`config.mk`:
```
export PLATFORM = sky130hd
export DESIGN_NAME = serial_compare_sequencer
export DESIGN_NICKNAME = d
export VERILOG_FILES = /design/src/rtl/serial_compare_sequencer.sv
export SDC_FILE = /design/constraint.sdc
export NUM_CORES = 1
export LEC_CHECK = 0
export BUFFER_PORTS_ARGS = -buffer_cell sky130_fd_sc_hd__buf_4
export CAP_MARGIN = 20
export CORE_MARGIN = 2
export CORE_UTILIZATION = 35
export DETAILED_ROUTE_END_ITERATION = 6
export GPL_ROUTABILITY_DRIVEN = 0
export PLACE_DENSITY = 0.54
export SLEW_MARGIN = 0
export SYNTH_ARGS = -nofsm -noshare
export SYNTH_HDL_FRONTEND = slang
export SYNTH_SLANG_ARGS = --single-unit
```
`constraint.sdc`:
```
create_clock -name i_clk -period 5.4 [get_ports i_clk]
set_input_delay 1.62 -clock i_clk [delete_from_list [all_inputs] [get_ports i_clk]]
set_output_delay 1.62 -clock i_clk [all_outputs]
set_load 0.01 [all_outputs]
```
`src/rtl/serial_compare_sequencer.sv`:
```
// serial_compare_sequencer: MSB-first 2-bit-slice magnitude compare with early exit on the first unequal slice
module serial_compare_sequencer #(
  parameter int WIDTH = 8,
  parameter int CNT_W = 4
) (
  input  logic             i_clk,
  input  logic             i_rst_n,
  input  logic             i_start,
  input  logic             i_abort,
  input  logic [WIDTH-1:0] i_a,
  input  logic [WIDTH-1:0] i_b,
  output logic             o_ready,
  output logic             o_busy,
  output logic             o_done,
  output logic             o_a_gt_b,
  output logic             o_a_eq_b,
  output logic             o_a_lt_b,
  output logic [CNT_W-1:0] o_slice_cnt
);
  localparam int NS = WIDTH / 2;
  localparam int PW = (NS > 1) ? $clog2(NS) : 1;
  typedef enum logic [1:0] {S_IDLE = 2'd0, S_RUN = 2'd1, S_DONE = 2'd2} state_t;
  state_t           r_state;
  logic [WIDTH-1:0] r_a;
  logic [WIDTH-1:0] r_b;
  logic [PW-1:0]    r_p;
  logic [CNT_W-1:0] r_cnt;
  logic [CNT_W-1:0] r_slice_cnt;
  logic             r_gt;
  logic             r_eq;
  logic             r_lt;
  logic [1:0]       w_sa;
  logic [1:0]       w_sb;
  assign w_sa        = r_a[{r_p, 1'b0} +: 2];
  assign w_sb        = r_b[{r_p, 1'b0} +: 2];
  assign o_ready     = (r_state == S_IDLE);
  assign o_busy      = (r_state == S_RUN);
  assign o_done      = (r_state == S_DONE);
  assign o_a_gt_b    = r_gt;
  assign o_a_eq_b    = r_eq;
  assign o_a_lt_b    = r_lt;
  assign o_slice_cnt = r_slice_cnt;
  // Sequencer: accept in IDLE, walk slices from the top in RUN, pulse done for one cycle
  always_ff @(posedge i_clk or negedge i_rst_n) begin
    if (!i_rst_n) begin
      r_state     <= S_IDLE;
      r_a         <= '0;
      r_b         <= '0;
      r_p         <= '0;
      r_cnt       <= '0;
      r_slice_cnt <= '0;
      r_gt        <= 1'b0;
      r_eq        <= 1'b0;
      r_lt        <= 1'b0;
    end else begin
      case (r_state)
        S_IDLE: if (i_start && !i_abort) begin
          r_a     <= i_a;
          r_b     <= i_b;
          r_p     <= PW'(NS - 1);
          r_cnt   <= '0;
          r_gt    <= 1'b0;
          r_eq    <= 1'b0;
          r_lt    <= 1'b0;
          r_state <= S_RUN;
        end
        S_RUN: if (i_abort) begin
          r_state <= S_IDLE;
        end else begin
          r_cnt <= r_cnt + CNT_W'(1);
          if (w_sa != w_sb) begin
            r_gt        <= (w_sa > w_sb);
            r_lt        <= (w_sa < w_sb);
            r_slice_cnt <= r_cnt + CNT_W'(1);
            r_state     <= S_DONE;
          end else if (r_p == '0) begin
            r_eq        <= 1'b1;
            r_slice_cnt <= CNT_W'(NS);
            r_state     <= S_DONE;
          end else begin
            r_p <= r_p - PW'(1);
          end
        end
        S_DONE:  r_state <= S_IDLE;
        default: r_state <= S_IDLE;
      endcase
    end
  end
endmodule
```
==> results.txt <==
----------------------------------------------------
[Drt]
  Routed length per placed instance ... 15.1 µm
  Length of the first detailed-routing pass in iterations ... 4
  Number of antenna-violating nets in the routed design ... 0
  Detailed-route via count ... 978
  Via density per instance ... 5.12
  DRC violation count after routing ... 0
  Post-detailed-routing wire length ... 2.89 mm
  Number of design-rule violations left by the first detailed-router iteration ... 48

[Synthesis]
  Most frequent cells after synthesis ... 31 x sky130_fd_sc_hd__dfrtp_1, 16 x sky130_fd_sc_hd__mux2_2, 9 x sky130_fd_sc_hd__inv_1
  Main combinational cell family by area after synthesis ... multiplexers
  YS warnings ... 0
  Yosys reg bits ... 31
  Adder-Cell Fraction of Synth Area ... 0.0344
  Number of enable flip-flop cells after synthesis ... 0
  Predominant post-synthesis flop cell ... sky130_fd_sc_hd__dfrtp_1
  Distinct cell type count of the synthesized netlist ... 34
  Mux share of post-synthesis cell area ... 0.199
  Post-synthesis net count ... 133
  Cell accounting for the most synthesized area ... sky130_fd_sc_hd__dfrtp_1
  Synthesized instance count ... 109
  Post-synthesis async set-or-reset flop share ... 1.00
  Xor and xnor fraction of the mapped netlist area ... 0.0120
  Most numerous cell in the Yosys netlist ... sky130_fd_sc_hd__dfrtp_1
  Netlist Area Pre-Place ... 1460 µm²
  Area fraction in and, or, nand and nor cells after synthesis ... 0.0911
  Sequential fraction of the synthesis area ... 0.533
  Synth Area in Compound Gates ... 0.0859
  Main area contributors after synthesis ... sky130_fd_sc_hd__dfrtp_1 53%, sky130_fd_sc_hd__mux2_2 12%, sky130_fd_sc_hd__mux4_2 6.2%, sky130_fd_sc_hd__ha_1 3.4%, sky130_fd_sc_hd__inv_1 2.3%
  Average instance area after synthesis ... 13.4 µm²
  Area fraction of the dominant cell type after synthesis ... 0.533

[Clocking]
  Insertion delay of the later-clocked pin in the worst-skew pair ... 0.27 ns
  Level count of the clock H-tree ... 2
  TritonCTS clock tree ... built
  Number of hold buffers added after CTS ... 0
  Master cell of the clock root buffer ... sky130_fd_sc_hd__clkbuf_8
  Count of clock tree sinks ... 31
  Clock transition time at the flip-flop clock pins of the worst setup and hold paths ... 0.06 ns
  Number of instances resized during post-cts repair ... 0
  Number of clock buffers inserted by TritonCTS ... 5
  Clk buf depth ... 2
  Post-CTS Setup Inserts ... 0

[Final layout]
  Layout overhead on the synthesized area ... 23.7%
  Proportion of layout cells with a drive suffix above 1 ... 0.411
  N_diodes ... 0
  Number of nets in the layout ... 166
  Post-Route Utilization ... 0.450
  Final design area excluding fillers ... 1800 µm²

[Worst setup path]
  Critical path endpoint category ... output port
  Startpoint Class ... register
  Critical Setup Path Class ... reg -> out
  Data arrival time at the worst-slack endpoint ... 1.23 ns
  Crit Path Max Fanout ... 8
  Critical path required time ... 3.78 ns

[Global route]
  Vias in the first global route ... 1,017
  Number of antenna violations at the first check in global routing ... 0
  Global-route congestion overflow total ... 0
  Maximum number of pins on one net before global-route repair ... 32
  Wire length of the first global-routing pass ... 4.70 mm
  Overall global routing resource usage ... 0.145

[Floorplan]
  Starting Density ... 0.364
  Std cell rows ... 23
  DIE HEIGHT ... 68.5 µm
  Floorplan Core Area ... 4000 µm²
  IO Pins ... 30
  Die width ... 68.5 µm
  Area of the die ... 4690 µm²

[Min path]
  Path type of the worst min-delay path ... reg -> reg

[STA]
  Final cycle utilization of the critical path ... 0.527
  Worst slew margin relative to its limit ... 0.515
  Max Clk Rate ... 351 MHz
  Final critical-path required period ... 2.85 ns
  Number of hold-slack violations in the final timing report ... 0
  Slew Viols, Final ... 0
  Sum of negative setup slack ... 0 ns
  Clk_skew ... 0.00373 ns
  Post-Route Hold Slack ... 0.497 ns
  Slew at the pin closest to its max-slew limit ... 0.724 ns
  Unrepaired setup endpoints after global routing ... false
  Final setup fails ... 0

[Place]
  Cell area reported after detailed placement ... 1710 µm²
  Post-DP HPWL ... 2.12 mm
  Input/output buffers ... 29

[Power]
  IR drop worst, VDD ... 0.219 mV
  Static Leakage ... 0.843 nW
  Cell area power density ... 543 nW/µm²

[Outcome]
  Outcome ... completed

[Flow run]
  Max-cap violations ... 0

----------------------------------------------------
[critical path, stage by stage, from the launching register on]
cell and delay (ns):
sky130_fd_sc_hd__dfrtp_1 0.51, sky130_fd_sc_hd__nor2b_1 0.27, sky130_fd_sc_hd__buf_4 0.16
[routing by layer]
| metal | vias to the layer above | GRT usage | wire [µm] | share of wire |
|---|---|---|---|---|
| li1 | 463 | - | - | - |
| met1 | 474 | 0.163 | 1200 | 0.42 |
| met2 | 35 | 0.239 | 1450 | 0.50 |
| met3 | 6 | 0.0633 | 194 | 0.067 |
| met4 | 0 | 0.0600 | 44 | 0.015 |
| met5 | - | 0 | 0 | 0 |
[cell families after synthesis]
| family | count (synthesis) |
|---|---|
| DFF | 31 |
| AOI/OAI and AO/OA | 15 |
| and+or+nand+nor | 22 |
| muxes | 22 |
| xor gates and xnor gates | 2 |
| buffers and inverters | 13 |
| adders and majority gates | 4 |
[cells in the final DEF, fill, tap and decap left out, types with 2 or more instances in the layout]
master / Yosys / layout
sky130_fd_sc_hd__inv_1: 9 / 9
sky130_fd_sc_hd__clkbuf_8: 0 / 5
sky130_fd_sc_hd__buf_4: 2 / 29
sky130_fd_sc_hd__nor2b_1: 2 / 2
sky130_fd_sc_hd__nand3_1: 4 / 4
sky130_fd_sc_hd__mux2_2: 16 / 16
sky130_fd_sc_hd__a41oi_1: 2 / 2
sky130_fd_sc_hd__nor2_1: 3 / 3
sky130_fd_sc_hd__o2bb2ai_1: 2 / 2
sky130_fd_sc_hd__ha_1: 4 / 4
sky130_fd_sc_hd__o21a_1: 2 / 2
sky130_fd_sc_hd__mux2i_1: 2 / 2
sky130_fd_sc_hd__xor2_1: 2 / 2
sky130_fd_sc_hd__nand2_1: 5 / 5
sky130_fd_sc_hd__dfrtp_1: 31 / 31
sky130_fd_sc_hd__mux4_2: 4 / 4
[worst paths after layout]
| path | from | end | slack (ns) | cells past startpoint |
|---|---|---|---|---|
| setup / recovery | r_state[0] | o_busy | 2.55 | 2 |
| hold / removal | o_slice_cnt[0] | o_slice_cnt[0] | 0.50 | 1 |
| setup reg to reg | r_p[0] | r_p[0] | 3.03 | 5 |
| hold reg to reg | o_slice_cnt[0] | o_slice_cnt[0] | 0.50 | 1 |
| max in group asynchronous | i_rst_n | r_a[1] | 3.84 | 1 |
| min in group asynchronous | i_rst_n | r_cnt[2] | 1.27 | 1 |
[power by group]
group	leakage, nW	switching [mW]	internal (mW)
sequential	0.378	0.0792	0.329
clock	0.0371	0.0758	0.0856
combinational	0.427	0.184	0.225
[layout make-up]
| class | count | area (µm²) |
|---|---|---|
| inverter | 9 | 33.8 |
| sequential | 31 | 776 |
| multi-input combinational | 65 | 624 |
| clock buffer | 6 | 72.6 |
| fill | 387 | 2200 |
| tap | 50 | 62.6 |
| timing repair buffer | 30 | 233 |
[through the flow]
stage	power, mW	worst slack [ns]	std cells
2_1_floorplan	0.693	2.81	109
5_1_grt	1.06	2.47	191
3_3_place_gp	0.807	2.16	184
3_5_place_dp	0.828	2.08	184
6_report	0.979	2.55	191
4_1_cts	0.992	2.38	190
[flip-flops by register name, summed over array words and instances (netlist names)]
register	count
r_p	2
r_a	8
r_state	2
o_a_eq_b	1
r_cnt	4
r_b	8
o_slice_cnt	4
o_a_gt_b	1
o_a_lt_b	1
Power figures use the tool's default switching activity.
